`config.mk`:
```
export PLATFORM = sky130hd
export DESIGN_NAME = mmio_initiator
export DESIGN_NICKNAME = d
export VERILOG_FILES = /design/src/rtl/mmio_initiator.sv
export SDC_FILE = /design/constraint.sdc
export NUM_CORES = 1
export LEC_CHECK = 0
export ABC_AREA = 1
export CAP_MARGIN = 5
export CORE_MARGIN = 2
export CORE_UTILIZATION = 50
export DETAILED_ROUTE_END_ITERATION = 6
export GPL_TIMING_DRIVEN = 0
export PLACE_DENSITY = 0.85
export REMOVE_ABC_BUFFERS = 1
export SLEW_MARGIN = 0
export SYNTH_ARGS = -nofsm -noshare
export SYNTH_HDL_FRONTEND = slang
export SYNTH_SLANG_ARGS = --single-unit
export TNS_END_PERCENT = 100
```
`constraint.sdc`:
```
create_clock -name clk -period 4.5 [get_ports clk]
set_input_delay 0.9 -clock clk [delete_from_list [all_inputs] [get_ports clk]]
set_output_delay 0.9 -clock clk [all_outputs]
set_load 0.01 [all_outputs]
```
`src/rtl/mmio_initiator.sv`:
```
`default_nettype none
// ============================================================================
// Module   : mmio_initiator
// Brief    : CPU-side initiator for the MMIO start/req/ack device handshake.
// Revision : 1.0 - initial release
// ============================================================================
module mmio_initiator #(
    parameter int TIMEOUT = 255,
    parameter int CNT_W   = 8
) (
    input  logic        clk,
    input  logic        rst,
    input  logic        i_valid,
    input  logic        i_ren,
    input  logic        i_wen,
    input  logic [63:0] i_addr,
    input  logic [63:0] i_wdata,
    input  logic [1:0]  i_size,
    input  logic        i_unsigned,
    output logic        o_ready,
    output logic        o_done,
    output logic        o_err,
    output logic [63:0] o_rdata,
    output logic        o_start,
    output logic        o_ren,
    output logic        o_wen,
    output logic [63:0] o_addr,
    output logic [63:0] o_wdata,
    output logic [7:0]  o_wmask,
    input  logic        i_req,
    input  logic [63:0] i_rdata,
    output logic        o_ack
);

    typedef enum logic [2:0] {
        S_IDLE      = 3'd0,
        S_START     = 3'd1,
        S_WAIT_REQ  = 3'd2,
        S_ACK       = 3'd3,
        S_WAIT_DROP = 3'd4,
        S_FAIL      = 3'd5
    } state_t;

    localparam logic [CNT_W-1:0] C_TIMEOUT = CNT_W'(TIMEOUT);
    localparam logic [CNT_W-1:0] C_CNT_MAX = '1;

    state_t            state_q;
    logic [CNT_W-1:0]  cnt_q;
    logic [CNT_W-1:0]  cnt_d;
    logic              start_q;
    logic              ren_q;
    logic              wen_q;
    logic              ack_q;
    logic [63:0]       addr_q;
    logic [63:0]       wdata_q;
    logic [7:0]        wmask_q;
    logic [63:0]       rdata_q;
    logic [1:0]        size_q;
    logic [2:0]        off_q;
    logic              uns_q;

    logic              w_aligned;
    logic              w_legal;
    logic              w_cnt_expired;
    logic [7:0]        w_mask_base;
    logic [63:0]       w_shifted;
    logic [63:0]       w_extracted;
    logic              w_drop_done;

    always_comb begin
        w_aligned   = 1'b1;
        w_mask_base = 8'h01;
        case (i_size)
            2'd0: begin
                w_aligned   = 1'b1;
                w_mask_base = 8'h01;
            end
            2'd1: begin
                w_aligned   = (i_addr[0] == 1'b0);
                w_mask_base = 8'h03;
            end
            2'd2: begin
                w_aligned   = (i_addr[1:0] == 2'b00);
                w_mask_base = 8'h0F;
            end
            default: begin
                w_aligned   = (i_addr[2:0] == 3'b000);
                w_mask_base = 8'hFF;
            end
        endcase
    end

    assign w_legal = (i_ren ^ i_wen) & w_aligned;

    // Extraction works on the live responder data so the extended result is
    // registered in the same edge that captures it.
    always_comb begin
        w_shifted   = i_rdata >> {off_q, 3'b000};
        w_extracted = w_shifted;
        case (size_q)
            2'd0: w_extracted = uns_q ? {56'd0, w_shifted[7:0]}
                                      : {{56{w_shifted[7]}}, w_shifted[7:0]};
            2'd1: w_extracted = uns_q ? {48'd0, w_shifted[15:0]}
                                      : {{48{w_shifted[15]}}, w_shifted[15:0]};
            2'd2: w_extracted = uns_q ? {32'd0, w_shifted[31:0]}
                                      : {{32{w_shifted[31]}}, w_shifted[31:0]};
            default: w_extracted = w_shifted;
        endcase
    end

    assign cnt_d         = (cnt_q == C_CNT_MAX) ? cnt_q : cnt_q + CNT_W'(1);
    assign w_cnt_expired = (cnt_d == C_TIMEOUT);

    always_ff @(posedge clk) begin
        if (rst) begin
            state_q <= S_IDLE;
            cnt_q   <= '0;
            start_q <= 1'b0;
            ren_q   <= 1'b0;
            wen_q   <= 1'b0;
            ack_q   <= 1'b0;
            addr_q  <= '0;
            wdata_q <= '0;
            wmask_q <= '0;
            rdata_q <= '0;
            size_q  <= '0;
            off_q   <= '0;
            uns_q   <= 1'b0;
        end else begin
            start_q <= 1'b0;
            ack_q   <= 1'b0;
            case (state_q)
                S_IDLE: begin
                    if (i_valid) begin
                        if (!w_legal) begin
                            state_q <= S_FAIL;
                        end else if (!i_req) begin
                            // A stale req from an aborted access must clear first.
                            addr_q  <= {i_addr[63:3], 3'b000};
                            wdata_q <= i_wdata << {i_addr[2:0], 3'b000};
                            wmask_q <= w_mask_base << i_addr[2:0];
                            size_q  <= i_size;
                            off_q   <= i_addr[2:0];
                            uns_q   <= i_unsigned;
                            start_q <= 1'b1;
                            ren_q   <= i_ren;
                            wen_q   <= i_wen;
                            state_q <= S_START;
                        end
                    end
                end
                S_START: begin
                    cnt_q   <= '0;
                    state_q <= S_WAIT_REQ;
                end
                S_WAIT_REQ: begin
                    if (i_req) begin
                        rdata_q <= ren_q ? w_extracted : 64'd0;
                        ren_q   <= 1'b0;
                        wen_q   <= 1'b0;
                        ack_q   <= 1'b1;
                        state_q <= S_ACK;
                    end else begin
                        cnt_q <= cnt_d;
                        if (w_cnt_expired) begin
                            ren_q   <= 1'b0;
                            wen_q   <= 1'b0;
                            state_q <= S_FAIL;
                        end
                    end
                end
                S_ACK: begin
                    cnt_q   <= '0;
                    state_q <= S_WAIT_DROP;
                end
                S_WAIT_DROP: begin
                    if (!i_req) begin
                        state_q <= S_IDLE;
                    end else begin
                        cnt_q <= cnt_d;
                        if (w_cnt_expired) begin
                            state_q <= S_FAIL;
                        end
                    end
                end
                S_FAIL: begin
                    state_q <= S_IDLE;
                end
                default: begin
                    state_q <= S_IDLE;
                end
            endcase
        end
    end

    // Completion is decoded from the req drop so it lands in the same cycle.
    assign w_drop_done = (state_q == S_WAIT_DROP) && !i_req;

    assign o_ready = (state_q == S_IDLE);
    assign o_done  = w_drop_done || (state_q == S_FAIL);
    assign o_err   = (state_q == S_FAIL);
    assign o_rdata = w_drop_done ? rdata_q : 64'd0;
    assign o_start = start_q;
    assign o_ren   = ren_q;
    assign o_wen   = wen_q;
    assign o_ack   = ack_q;
    assign o_addr  = addr_q;
    assign o_wdata = wdata_q;
    assign o_wmask = wmask_q;

endmodule
`default_nettype wire

```
==> flow_summary.yaml, run 1 <==
die:
  core_um2: 24180
  io_pins: 408
  die_x_um: 160.6
  floorplan.rows: 57
  fp.dieH_um: 160.6
  die-area_um2: 25790
  start_util: 0.5072
critical_path:
  path_depth: 11
  path_buf_inv: 5
  worstSetupEndpointType: "flip-flop"
  start_kind: "primary input"
  cpMaxStageDelayCell: "clkdlybuf4s50_1"
  critPathMaxStageDelay_ps: 1170
  critical_path_class: "in2reg"
  r2r_start: "off_q[0]"
  crit_path_max_fanout: 76
  path_cells: "clkdlybuf4s50_1, clkinv_4, nand2_2, o211ai_2, nand2_1, inv_2, nand3_4, buf_12, buf_16, o21ai_0, a21oi_1"
  cpLargestDelayFamily: "buffers and inverters"
  arrival_ps: 4690
  r2r_cells: 10
  r2r_slack_ps: 940
  r2r-end: "rdata_q[39]"
  crit_required_ps: 4960
timing:
  worst_slack_ps: 268.3
  fin_crit_sh: 0.9404
  tns_ps: 0
  fin_skew_ps: 7.946
  post-route-min-period_ps: 4232
  worst_pin_slew_ps: 1116
  fmax_mhz: 236.3
  finalSetupViolCount: 0
  rsz0062_at_grt: "no"
  relSlewSlack: 0.2562
  hold_viol_final: 0
  drv_slew: 0
yosys:
  synth-edff-count: 0
  syn-cell-area_um2: 12260
  async_reset_ff_frac: 0
  postSynthCellCount: 1939
  synth_ff_type: "dfxtp_1"
  yosys_register_bits: 218
  synth-seq-area-share: 0.3559
  synth.yosys.warnings: 0
  yosys.cell_types.count: 45
  synth.avg_cell_area_um2: 6.324
clock_network:
  cts-root-buf: "clkbuf_16"
  clock_sinks: 218
  clock_latency_ps: 530
  numCtsBuffers: 25
  tritoncts: "yes"
  cts.reportedPaths.clkPinSlew_ps: 60
  cts_buffer_depth: 3
  post_cts_buffers: 0
  h-tree-depth: 1
place:
  dpl_worst_slack_ps: -737.7
  port_buffers: 404
  dp_hpwl_um: 29710
  gp_congestion: 0.9225
global_routing:
  first_global_vias: 13210
  antenna_found_initial: 2
  grt_max_degree: 78
  grt_pass1_wl_um: 67760
  grt_use_total: 0.3194
  grt_overflow_total: 0
flow_run:
  maxCapViolations: 0
route:
  vias: 14130
  initialDrtViolationCount: 1383
  routed_wl_um: 43120
  wl_per_cell_um: 16.71
  ant_nets: 0
  drc: 0
  firstDrtPassIters: 5
  viasPerCell: 5.474
cells_and_area:
  areaGrowthSynthToFinish_pct: 39.29
  layout.cells.most_common: "nand2_1"
  most-common-layout-cells: "526 x nand2_1, 401 x clkdlybuf4s50_1, 250 x a21oi_1"
  fillCellCount: 1988
  drive_gt1_frac: 0.04167
  seqCellArea_um2: 4368
  num-nets-final: 2440
  multi_input_area_um2: 6375
pwr:
  p_leak_nw: 6.391
  ir_worst_vdd_v: 0.0003125
  power_w: 0.005665
  powerDensity_nw_per_um2: 331.6
run_status:
  status: "finished, final reports clean"
hold_path:
  min_from: "o_addr[6]"
  hp-class: "reg2reg"
  hold_end: "o_addr[6]"
  hold_depth: 2
-- cell type report --
| type | instances | share of cell area |
|---|---|---|
| multi-input cells | 1361 | 0.3732 |
| clock inverters | 6 | 0.004102 |
| inverters | 216 | 0.04791 |
| flip-flops and latches | 218 | 0.2557 |
| well taps | 324 | 0.02373 |
| repair buffers | 416 | 0.2514 |
| clock buffers | 39 | 0.04380 |
| diodes | 1 | 0.0001465 |
-- tightest hold or removal path: cells and delay by family (launching register included) --
family	cells	cell delay [ps]
buffers and inverters	1	50
AO/OA/AOI/OAI	1	50
flip-flops	1	310
-- cells by family after synthesis --
kind of cell               after synthesis  synth area share
other                                    1         0.0003058
AOI/OAI and AO/OA                      516            0.2219
xor gates and xnor gates                 2          0.001429
DFF                                    218            0.3559
and+or+nand+nor                        813            0.2733
buffers and inverters                  363            0.1257
muxes                                   25           0.02041
adders and majority gates                1          0.001020
-- what timing repair did --
item,CTS,global route
setup endpoints to repair,54,60
cloned,0,1
pin swaps,0,0
hold buffers,0,0
gates resized for setup,1,0
-- cells in the mapped netlist (9+ instances only) --
library cell  count  area share
nand2_1         526        0.16
a21oi_1         250        0.10
dfxtp_1         218        0.36
inv_1           209       0.064
o21ai_0         165       0.067
nand3_1         132       0.054
nor2_1          125       0.038
clkbuf_1         68       0.021
o21ai_1          51       0.021
buf_2            34       0.014
buf_4            26       0.016
mux2i_1          25       0.020
o211ai_1         18       0.011
buf_1            14      0.0043
or2_2            11      0.0056
o31ai_1           9      0.0055
-- worst max-delay path by stage --
stage / startpoint / endpoint / slack [ps]
finish: i_addr[2] / o_wdata[43] / 270
CTS: i_addr[2] / o_wmask[1] / 120
detailed placement: i_addr[2] / o_wdata[43] / -740
floorplan: i_addr[2] / o_wdata[11] / 480
global route: i_addr[2] / o_wdata[32] / 50
global placement: rst / o_wdata[43] / -5420
-- report_power, final --
part / leakage, nW / internal [W] / switching [W]
Combinational: 4.22 / 0.000612 / 0.000872
Sequential: 1.76 / 0.00204 / 0.0000893
Clock: 0.406 / 0.00120 / 0.000850
-- layer usage --
metal	vias to the layer above	GRT usage	part of all wire
met5	-	0	0.00026
met2	709	0.5639	0.48
met4	2	0.1196	0.042
met3	121	0.07696	0.098
li1	6856	-	-
met1	6441	0.3756	0.38
-- state kept, by name, indices dropped and copies added, names as in the netlist, 2 cells and up --
register / flops
o_wdata: 64
rdata_q: 64
o_addr: 61
cnt_q: 8
o_wmask: 8
off_q: 3
state_q: 3
size_q: 2
-- per-stage QoR --
| step | std cells | area (um^2) | util | hold slack (ps) |
|---|---|---|---|---|
| floorplan | 1794 | 11540 | - | 439.3 |
| global placement | 2522 | 15990 | 0.6614 | 430.9 |
| detailed placement | 2534 | 16250 | 0.6720 | 435.8 |
| CTS | 2579 | 17070 | 0.7060 | 443.4 |
| global route | 2580 | 17080 | 0.7064 | 463.4 |
| finish | 2581 | 17080 | 0.7065 | 445.4 |
(Power assumes the default switching activity.)
==> inputs of run 2 (changes only) <==
- SLEW_MARGIN: 0 -> 20
==> flow_summary.yaml, run 2 (synthesis results as in run 1) <==
cells_and_area:
  antenna_cells: 0
  areaGrowthSynthToFinish_pct: 40.19
  multi_input_area_um2: 6365
  fillCellCount: 2002
  drive_gt1_frac: 0.04344
  layout.cells.most_common: "nand2_1"
  num-nets-final: 2439
  seqCellArea_um2: 4368
  most-common-layout-cells: "526 x nand2_1, 401 x clkdlybuf4s50_1, 250 x a21oi_1"
timing:
  worst_pin_slew_ps: 1106
  drv_slew: 0
  fmax_mhz: 231.0
  fin_crit_sh: 0.9621
  fin_skew_ps: 8.882
  relSlewSlack: 0.2617
  rsz0062_at_grt: "no"
  tns_ps: 0
  hold_viol_final: 0
  finalSetupViolCount: 0
  post-route-min-period_ps: 4329
  worst_slack_ps: 170.6
global_routing:
  grt_max_degree: 101
  grt_use_total: 0.3179
  grt_pass1_wl_um: 67530
  grt_overflow_total: 0
  first_global_vias: 13100
  antenna_found_initial: 2
route:
  wl_per_cell_um: 16.56
  initialDrtViolationCount: 1268
  routed_wl_um: 42720
  firstDrtPassIters: 5
  viasPerCell: 5.448
  vias: 14060
  ant_nets: 0
  drc: 0
critical_path:
  worstSetupEndpointType: "flip-flop"
  r2r_slack_ps: 720
  crit_path_max_fanout: 64
  arrival_ps: 4790
  r2r_cells: 7
  r2r-end: "rdata_q[60]"
  crit_required_ps: 4960
  critical_path_class: "in2reg"
  r2r_start: "off_q[2]"
  start_kind: "primary input"
clock_network:
  post_cts_buffers: 0
  cts-root-buf: "clkbuf_16"
  h-tree-depth: 1
  cts_resized: 1
  clock_latency_ps: 530
  cts_hold_buf: 0
  clock_sinks: 218
  cts_buffer_depth: 3
  cts.reportedPaths.clkPinSlew_ps: 60
  tritoncts: "yes"
  numCtsBuffers: 26
die:
  io_pins: 408
  start_util: 0.5072
  fp.dieH_um: 160.6
  core_um2: 24180
  die_x_um: 160.6
  die-area_um2: 25790
  floorplan.rows: 57
pwr:
  p_leak_nw: 6.441
  ir_worst_vdd_v: 0.0003068
  powerDensity_nw_per_um2: 340.9
  power_w: 0.005860
place:
  dpl_worst_slack_ps: -633.7
  dp_hpwl_um: 29680
  gp_congestion: 0.9225
  port_buffers: 404
hold_path:
  hold_depth: 2
  min_from: "o_addr[42]"
  hold_end: "o_addr[42]"
  hp-class: "reg2reg"
run_status:
  status: "finished, final reports clean"
flow_run:
  maxCapViolations: 0
## run 2: cell count changes in the layout (fill, tap and decap cells not counted), moves of 2 or more
cell and change:
bufinv_16 +3, buf_12 -3, inv_2 -2, inv_4 +2
clkbuf_1 -4, buf_16 +2
## run 2: metrics by stage
| stage | hold WS (ps) | util | instances | area (um^2) |
|---|---|---|---|---|
| finish | 445.0 | 0.7111 | 2580 | 17190 |
| detailed placement | 436.6 | 0.6724 | 2533 | 16260 |
| CTS | 444.5 | 0.7111 | 2580 | 17190 |
| global route | 463.9 | 0.7111 | 2580 | 17190 |
| floorplan | 439.3 | - | 1794 | 11540 |
| global placement | 430.9 | 0.6614 | 2522 | 15990 |
## run 2: layout make-up
cell class / instances / area share
Multi-Input combinational cell: 1360 / 0.3702
Tap cell: 324 / 0.02358
Clock buffer: 36 / 0.04410
Timing Repair Buffer: 415 / 0.2499
Clock inverter: 11 / 0.01004
Sequential cell: 218 / 0.2541
Inverter: 216 / 0.04811
## run 2: worst max-delay path: stages
cell	delay (ps)
clkdlybuf4s50_1	1150
clkinv_4	600
nand2_2	290
o211ai_2	120
nand2_1	130
inv_2	60
nand3_4	230
buf_12	280
buf_16	290
buf_16	270
o21ai_0	200
a21oi_1	190
## run 2: worst max-delay path by stage
stage | start | end | slack [ps] | depth (start not counted)
after CTS | i_addr[2] | o_wdata[43] | 260 | 12
after global placement | rst | o_wdata[43] | -5420 | 4
after global routing | i_addr[2] | o_wdata[43] | 6 | 12
after detailed placement | i_addr[2] | o_wdata[43] | -630 | 12
after floorplan | i_addr[2] | o_wdata[11] | 480 | 9
final | i_addr[2] | o_wdata[43] | 170 | 12
## run 2: per-layer routing
layer	GRT usage	part of all wire	up-vias
li1	-	-	6857
met1	0.3761	0.39	6392
met2	0.5535	0.48	677
met3	0.08135	0.092	128
met4	0.1220	0.044	2
met5	0	0.00026	-
## run 2: power by group
| group | total [W] | internal, W | switching, W |
|---|---|---|---|
| Sequential | 0.00213 | 0.00204 | 0.0000932 |
| Clock | 0.00226 | 0.00141 | 0.000850 |
| Combinational | 0.00147 | 0.000605 | 0.000865 |
==> inputs of run 3 (changes only) <==
- GPL_TIMING_DRIVEN: 0 -> 1
==> flow_summary.yaml, run 3 (synthesis results as in run 1) <==
route:
  vias: 14090
  routed_wl_um: 43440
  firstDrtPassIters: 6
  drc: 0
  wl_per_cell_um: 16.79
  met1Wirelength_um: 16760
  top_layer: "met4"
  wl_met2_um: 20880
  dr_wl_met3_um: 4101
  viasPerCell: 5.444
  ant_nets: 0
  initialDrtViolationCount: 1132
clock_network:
  cts_buffer_depth: 3
  h-tree-depth: 1
  cts_hold_buf: 0
  cts.reportedPaths.clkPinSlew_ps: 60
  clock_latency_ps: 520
  tritoncts: "yes"
  numCtsBuffers: 24
  cts_resized: 0
  post_cts_buffers: 0
  clock_sinks: 218
  cts-root-buf: "clkbuf_16"
timing:
  finalSetupViolCount: 0
  worst_slack_ps: 1022
  tns_ps: 0
  fin_crit_sh: 0.7728
  drv_slew: 0
  rsz0062_at_grt: "no"
  relSlewSlack: 0.3205
  hold_viol_final: 0
  holdWs_ps: 443.2
  fmax_mhz: 287.6
  post-route-min-period_ps: 3478
  worst_pin_slew_ps: 1017
  fin_skew_ps: 11.55
critical_path:
  crit_required_ps: 3600
  critical_path_class: "in2out"
  r2r-end: "rdata_q[41]"
  arrival_ps: 2580
  worstSetupEndpointType: "primary output"
  r2r_cells: 9
  r2r_slack_ps: 1260
  crit_start: "i_req"
  start_kind: "primary input"
  r2r_start: "off_q[2]"
  crit_path_max_fanout: 60
hold_path:
  min_from: "o_addr[45]"
  hp-class: "reg2reg"
  hold_end: "o_addr[45]"
  hold_depth: 2
die:
  die-area_um2: 25790
  floorplan.rows: 57
  fp.dieH_um: 160.6
  start_util: 0.5072
  die_x_um: 160.6
  io_pins: 408
  core_um2: 24180
global_routing:
  first_global_vias: 13240
  grt_max_degree: 87
  antenna_found_initial: 3
  grt_pass1_wl_um: 68430
  grt_use_total: 0.3229
  grt_overflow_total: 0
cells_and_area:
  final_cells: 2588
  most-common-layout-cells: "526 x nand2_1, 401 x clkdlybuf4s50_1, 250 x a21oi_1"
  fillCellCount: 2027
  layout.cells.most_common: "nand2_1"
  areaGrowthSynthToFinish_pct: 38.50
  num-nets-final: 2448
  drive_gt1_frac: 0.04244
flow_run:
  maxCapViolations: 0
pwr:
  powerDensity_nw_per_um2: 330.4
  p_leak_nw: 6.357
  ir_worst_vdd_v: 0.0002765
place:
  port_buffers: 404
  dp_hpwl_um: 30690
  dpl_worst_slack_ps: 986.8
  placed_cells: 2544
  gp_congestion: 0.9528
run_status:
  status: "finished, final reports clean"
## run 3: cell count changes in the layout (fill, tap and decap cells not counted), moves of 3 or more
| cell | delta |
|---|---|
| buf_16 | -5 |
| buf_12 | -3 |
| clkbuf_8 | -4 |
| buf_4 | +19 |
| clkbuf_1 | +5 |
## run 3: final cells by class
type | instances | area [um^2] | share of cell area
Clock buffer | 35 | 671.9 | 0.03956
Timing Repair Buffer | 426 | 4234 | 0.2493
Antenna cell | 2 | 5.005 | 0.0002947
Inverter | 216 | 812.0 | 0.04781
Multi-Input combinational cell | 1360 | 6365 | 0.3748
Sequential cell | 218 | 4367 | 0.2571
Clock inverter | 7 | 123.9 | 0.007293
Tap cell | 324 | 405.4 | 0.02387
## run 3: where the power goes
part	switching (W)	total [W]	internal (W)
Sequential	0.0000774	0.00212	0.00204
Combinational	0.000876	0.00148	0.000600
Clock	0.000812	0.00202	0.00121
Total	0.00177	0.00561	0.00385
## run 3: worst max path at each step
stage	endpoint	slack [ps]	cells past startpoint
6_report	o_rdata[33]	1020	6
4_1_cts	o_rdata[33]	1040	6
3_3_place_gp	rdata_q[41]	1050	9
3_5_place_dp	rdata_q[41]	990	9
5_1_grt	rdata_q[41]	910	9
2_1_floorplan	o_wdata[11]	480	9
## run 3: metal layers
layer | vias to the layer above | GRT usage
li1 | 6869 | -
met1 | 6378 | 0.3828
met2 | 721 | 0.5670
met3 | 120 | 0.07670
met4 | 0 | 0.1216
met5 | - | 0
## run 3: through the flow
step | utilization | power (W) | area, um^2
after global routing | 0.7025 | 0.005874 | 16980
after detailed placement | 0.6694 | 0.003609 | 16180
final | 0.7025 | 0.005611 | 16980
after CTS | 0.7023 | 0.005621 | 16980
after floorplan | - | 0.002922 | 11540
after global placement | 0.6694 | 0.003575 | 16180
## run 3: critical path, stage by stage
cell and delay [ps]:
clkdlybuf4s50_1 490, nor2_1 160, inv_2 80, buf_12 180, nor2_1 150, clkdlybuf4s50_1 570
